--- src/rtl/seq_detect_pkg.sv ---
// rtl/seq_detect_pkg.sv - shared FSM state type and constants for seq_detect_prog
package seq_detect_pkg;

  localparam int MIN_LEN = 2;

  typedef enum logic [1:0] {
    S_IDLE,
    S_FILL,
    S_HUNT
  } state_t;

endpackage

--- src/rtl/seq_detect_sat_cnt.sv ---
// rtl/seq_detect_sat_cnt.sv - saturating up-counter with synchronous clear
module seq_detect_sat_cnt #(
  parameter int CNT_W = 8
) (
  input  logic             clk,
  input  logic             reset,
  input  logic             clr,
  input  logic             inc,
  output logic [CNT_W-1:0] count
);

  always_ff @(posedge clk) begin
    if (reset || clr) begin
      count <= '0;
    end else if (inc && (count != {CNT_W{1'b1}})) begin
      count <= count + CNT_W'(1);
    end
  end

endmodule

--- src/rtl/seq_detect_prog.sv ---
// rtl/seq_detect_prog.sv - programmable serial pattern detector (match counter built under SEQ_DETECT_CNT_EN)
module seq_detect_prog
  import seq_detect_pkg::*;
#(
  parameter int MAX_LEN = 8,
  parameter int CNT_W   = 8,
  localparam int LEN_W  = $clog2(MAX_LEN + 1)
) (
  input  logic               clk,
  input  logic               reset,
  input  logic               cfg_we,
  input  logic [MAX_LEN-1:0] cfg_pattern,
  input  logic [LEN_W-1:0]   cfg_len,
  input  logic               cfg_overlap,
  input  logic               in_valid,
  input  logic               in_bit,
  output logic               seq_seen,
  output logic [CNT_W-1:0]   match_count,
  output logic               armed
);

  state_t             state;
  logic [MAX_LEN-1:0] hist;
  logic [MAX_LEN-1:0] pattern;
  logic [LEN_W-1:0]   len;
  logic [LEN_W-1:0]   fill;
  logic               overlap;

  logic [MAX_LEN-1:0] hist_next;
  logic [MAX_LEN-1:0] len_mask;
  logic [LEN_W-1:0]   fill_next;
  logic [LEN_W-1:0]   cfg_len_c;
  logic               cfg_legal;
  logic               accept;
  logic               hit;

  always_comb begin
    cfg_len_c = (cfg_len > LEN_W'(MAX_LEN)) ? LEN_W'(MAX_LEN) : cfg_len;
    cfg_legal = (cfg_len >= LEN_W'(MIN_LEN));
    accept    = in_valid && !cfg_we && (state != S_IDLE);
    hist_next = {hist[MAX_LEN-2:0], in_bit};
    fill_next = (fill >= len) ? len : fill + LEN_W'(1);
    for (int i = 0; i < MAX_LEN; i++) begin
      len_mask[i] = (LEN_W'(i) < len);
    end
    // Only the low len bits of history and pattern take part in the compare.
    hit = accept && (fill_next == len) && (((hist_next ^ pattern) & len_mask) == '0);
  end

  always_ff @(posedge clk) begin
    if (reset) begin
      state    <= S_IDLE;
      hist     <= '0;
      fill     <= '0;
      pattern  <= '0;
      len      <= '0;
      overlap  <= 1'b0;
      seq_seen <= 1'b0;
      armed    <= 1'b0;
    end else if (cfg_we) begin
      state    <= cfg_legal ? S_FILL : S_IDLE;
      armed    <= cfg_legal;
      hist     <= '0;
      fill     <= '0;
      pattern  <= cfg_pattern;
      len      <= cfg_len_c;
      overlap  <= cfg_overlap;
      seq_seen <= 1'b0;
    end else if (accept) begin
      hist     <= hist_next;
      seq_seen <= hit;
      if (hit && !overlap) begin
        fill  <= '0;
        state <= S_FILL;
      end else begin
        fill  <= fill_next;
        state <= (fill_next == len) ? S_HUNT : S_FILL;
      end
    end else begin
      seq_seen <= 1'b0;
    end
  end

`ifdef SEQ_DETECT_CNT_EN
  seq_detect_sat_cnt #(
    .CNT_W(CNT_W)
  ) u_sat_cnt (
    .clk  (clk),
    .reset(reset),
    .clr  (cfg_we),
    .inc  (hit),
    .count(match_count)
  );
`else
  assign match_count = '0;
`endif

endmodule

--- config.mk ---
export PLATFORM = sky130hd
export DESIGN_NAME = seq_detect_prog
export DESIGN_NICKNAME = d
export VERILOG_FILES = /design/src/rtl/seq_detect_pkg.sv /design/src/rtl/seq_detect_sat_cnt.sv /design/src/rtl/seq_detect_prog.sv
export SDC_FILE = /design/constraint.sdc
export NUM_CORES = 1
export LEC_CHECK = 0
export CAP_MARGIN = 5
export CORE_UTILIZATION = 45
export DETAILED_ROUTE_END_ITERATION = 8
export DONT_BUFFER_PORTS = 1
export SYNTH_ARGS = -nofsm -noshare
export SYNTH_HDL_FRONTEND = slang
export SYNTH_SLANG_ARGS = --single-unit
--- constraint.sdc ---
create_clock -name clk -period 2.7 [get_ports clk]
set_clock_uncertainty 0.2 [all_clocks]
set_input_delay 0.27 -clock clk [delete_from_list [all_inputs] [get_ports clk]]
set_output_delay 0.27 -clock clk [all_outputs]
set_load 0.02 [all_outputs]
==> Yosys cells after proc, flatten, opt, wreduce, memory -nomap -nowiden <==
Index checks and enable logic that the tools add are counted.
{ "classes": {"n_lt_le_gt_ge": 11, "n_eq_ne": 1, "reduce_logical": 12, "mux": 8, "bitwise_logic": 3, "n_addsub": 1} }
{ "ops": {"columns": ["operator", "count"], "rows": [
  ["$lt 3x4->1 const A", 4],
  ["$mux 4", 3],
  ["$and 8x8->8", 1],
  ["$logic_not 8->1", 1],
  ["$lt 1x4->1 const A", 2],
  ["$lt 2x4->1 const A", 2],
  ["$mux 2", 4],
  ["$xor 8x8->8", 1],
  ["$logic_and 1x1->1", 5],
  ["$add 4x1->4 const B", 1],
  ["$eq 4x4->1", 1],
  ["$ge 4x2->1 const B", 1],
  ["$ge 4x4->1", 1],
  ["$gt 4x4->1 const B", 1],
  ["$reduce_bool 2->1", 2],
  ["$reduce_or 3->1", 1],
  ["$logic_not 1->1", 2],
  ["$reduce_or 2->1", 1],
  ["$mux 1", 1],
  ["$not 1->1", 1]
]} }
{ "totals": {"in_bits": 18, "elab_cells": 44, "out_inout_bits": 10, "ff_bits": 28} }

==> Logic depth before layout (Yosys ltp) <==
Gate-level depths: netlist (run 1).
{ "depth": {"depth_word": 9, "depth_mapped": 8, "depth_no_buf": 8} }

==> Worst setup path after synthesis (run 1) <==
Ideal clock, no wire load.
{ "synth_path": {"kind": "register -> register", "from": "register fill[0]", "to": "register fill[3]", "t_arrival_ns": 1.949, "required_time_ns": 2.368, "period_less_slack_ns": 2.281, "n_path_buf": 0, "path_stages_with_launch": 7, "setup_time_ns": 0.132, "setup_slack_ns": 0.419, "path_cell_list": "dfxtp_1 ha_1 xor2_1 or4_4 a2111oi_4 o21bai_1 a21oi_1"} }
{ "synth_between": {"elab_chain_len": 7, "elab_cells_between_ends": 8, "cone_classes": "1 x add/sub; 1 x order compare; 1 x eq/ne; 2 x mux; 3 x reduce/logical"} }
{ "synth_lines": {"columns": ["item", "line", "rtl"], "rows": [
  ["start, declared", "seq_detect_prog.sv:26", "logic [LEN_W-1:0] fill;"],
  ["start signal, assigned", "seq_detect_prog.sv:76", "fill <= fill_next;"],
  ["$add 4x1->4 / $ge 4x4->1 (equally long branches)", "seq_detect_prog.sv:42", "fill_next = (fill >= len) ? len : fill + LEN_W'(1);"],
  ["$mux 4 (*)", "seq_detect_prog.sv:42", null],
  ["$eq 4x4->1", "seq_detect_prog.sv:47", "hit = accept && (fill_next == len) && (((hist_next ^ pattern) & len_mask) == '0);"],
  ["$logic_and 1x1->1 (2 in a row)", "seq_detect_prog.sv:47", null],
  ["$logic_and 1x1->1", "seq_detect_prog.sv:72", "if (hit && !overlap) begin"],
  ["$mux 4 (*)", "seq_detect_prog.sv:72", null]
]} }
Mark *: on every way between the ends. The rest lies on a longest branch, timed or not.
A chain may end at the register's enable or synchronous reset.

==> Worst setup path in the final report (run 1) <==
Ends and elaborated chain as after synthesis.

==> run metrics, run 1 <==
Vias 1,215; synth top area cells dfxtp_1 (36%), mux2i_1 (11%), nor2_1 (5.3%), xnor2_1 (4.5%), buf_4 (4.4%); Clock Root Buffer clkbuf_4; FF/Latch Area 561 µm²; EDFF count, synth 0; final wirelength 3200 µm; final hold vios 0; WL met3 131 µm; port buffer count 0; vias per inst 5.19; DRC viols 0; mean area per synthesized cell 9.08 µm²; drt first pass iters 4; top layer in use met4; Max IR drop VDD 0.000383 V; worst-margin pin slew 0.650 ns; global-route wire length before repair 5510 µm; Post-Syn Instances 170; proportion of layout cells with a drive suffix above 1 0.0895; top cells by count, synth dfxtp_1 (28), nor2_1 (22), mux2i_1 (17); largest family of logic cells by synthesized area simple AND/OR/NAND/NOR gates; crit path DAT 2.52 ns; M1 WL 1470 µm; CTS Buf Count 3; share of power burned in registers 0.511; Setup violations, final 0; Synth Cell Area 1540 µm²; ys async rst share 0; P&R area growth vs syn 18.6%; number of clock sinks seen by CTS 28; clk slew on worst S/H paths 0.16 ns; final net count 214; placed cells 206; num ports 28; PD cells 476 nW/µm²; Pint 0.653 mW; Final Wtd Congestion 0.835; max_cap viols 0; switching share of power 0.251; max incr delay on CP 0.57 ns; setup TNS 0 ns; Layout Cells excl Fill 234; Total Routing Usage GR 0.204; WL/cell 13.7 µm; Clock Latency Late Sink 0.34 ns; die area 3670 µm²; most frequent cell after synthesis dfxtp_1; Initial Util 0.490; Adder-Cell Fraction of Synth Area 0.0405; Clk pwr share 0.321; Hold Path Class input port to flip-flop; DR WL met2 1590 µm; Max Slew Vio Count 0; Reg2Reg Depth 6; share of Yosys cell area claimed by the top area cell type 0.363; Clock Path Buffers 2; RSZ-0062 raised after global routing no; CP Cell Sequence ha_1 -> xor2_1 -> or4_4 -> a2111oi_4 -> o21bai_1 -> a21oi_1; xor and xnor area share after synthesis 0.0794; relative slew slack 0.565; startpoint types flip-flop; CP max stage cell or4_4; CP endpoint kind flip-flop; f_max 404 MHz; Die W 60.6 µm; Crit Path Category flip-flop to flip-flop; grt ovf 0; Layout fillers 311; ANT cells 0; Worst Hold Depth 2; die height 60.6 µm; TritonCTS clock tree yes; ys flop type dfxtp_1; post-CTS setup buffer count 0; synth unique cells 41; initial antenna violation count 0; core footprint 3150 µm²; pin count of the biggest net entering global routing 17; Synth Warn # 0; hpwl dp 2130 µm; simple-gate share of the synthesized area 0.187; mux cell area share after synthesis 0.118; fin crit share 0.916; vias in the first global route 1,236; Seq/Total Area, Yosys 0.363; Post-DRT Antenna Nets 0; 1st-iter DRT viols 57; P_sw 0.218 mW; cell taking the most area after synthesis dfxtp_1; Crit path required time 2.75 ns; Pleak 0.750 nW; flops & latches, synth 28; status complete, no violations; combinational share of power 0.168; critical-path maximum fanout 5; final critical-path required period 2.47 ns; complex-gate fraction of the synthesized area 0.139; area of the multi-input gates 900 µm²; depth of the CTS H-tree 1; FP Rows 20
-- cells in the final DEF (no fill, tap or decap), drive strengths merged, types with 3 or more instances in the layout --
| cell | netlist | final |
|---|---|---|
| inv | 4 | 4 |
| mux2i | 17 | 17 |
| o21a | 3 | 3 |
| conb | 1 | 8 |
| or3 | 3 | 3 |
| xor2 | 6 | 6 |
| clkbuf | 4 | 3 |
| a21oi | 9 | 9 |
| dfxtp | 28 | 28 |
| o22ai | 4 | 4 |
| nor2 | 22 | 22 |
| nand3 | 3 | 3 |
| o21ai | 4 | 4 |
| ha | 5 | 5 |
| dlygate4sd3 | 0 | 24 |
| xnor2 | 8 | 8 |
| nand2 | 11 | 11 |
-- what timing repair did --
action | CTS | global route
endpoints found under the hold margin | 18 | 0
gates resized for setup | 0 | 0
hold buffers | 24 | 0
-- final cells by class --
type	count	share of cell area
Clock inverter	1	0.0164
Timing Repair Buffer	25	0.135
Clock buffer	3	0.0123
Sequential cell	28	0.306
Inverter	4	0.00820
Multi-Input combinational cell	129	0.491
Tap cell	44	0.0301
-- layer usage --
metal,up-vias,track usage
met2,33,0.358
met1,569,0.259
met4,0,0.0390
li1,611,-
met5,-,0
met3,2,0.0448
-- cell families after synthesis --
kind of cell | Yosys count
AOI/OAI and AO/OA | 28
buffers and inverters | 20
xor gates and xnor gates | 14
other | 1
DFF | 28
muxes | 18
and+or+nand+nor | 56
adders and majority gates | 5
-- critical path, delay by kind of cell, from the launching register on --
kind,cells,cell delay [ns]
adder cells (fa/ha/maj),1,0.29
XOR/XNOR,1,0.16
AND/OR/NAND/NOR,1,0.57
AO/OA/AOI/OAI,3,0.71
flip-flops,1,0.46
-- power groups by stage --
stage | combinational, mW | sequential [mW] | clock [mW]
after floorplan | 0.114 | 0.447 | 0
after global placement | 0.106 | 0.453 | 0
after detailed placement | 0.108 | 0.454 | 0
after CTS | 0.144 | 0.445 | 0.289
after global routing | 0.160 | 0.447 | 0.302
final | 0.146 | 0.445 | 0.280
-- state kept, by name, indices dropped and copies added (netlist names) --
name,cells
pattern,8
hist,7
state,2
fill,4
overlap,1
seq_seen,1
armed,1
len,4
-- final timing paths --
check / start / to / slack (ns)
setup reg to reg: fill[0] / fill[3] / 0.23
setup / recovery: fill[0] / fill[3] / 0.23
hold reg to reg: fill[1] / fill[1] / 0.32
hold / removal: reset / fill[1] / 0.03
-- per-stage QoR --
step	setup WS (ns)	hold WS (ns)	utilization	total power, mW	instance area, µm²
floorplan	0.419	0.214	-	0.561	1570
global placement	0.345	0.141	0.488	0.559	1540
detailed placement	0.265	0.144	0.488	0.561	1540
CTS	0.234	0.00688	0.581	0.878	1830
global route	0.131	0.0341	0.581	0.909	1830
finish	0.228	0.0300	0.581	0.871	1830
(Power assumes the default switching activity.)
==> inputs of run 2 (changes only) <==
PLACE_DENSITY = 0.6   (was default)
==> results of run 2 <==
The final DEF is identical to that of run 1; final timing and power are the same.
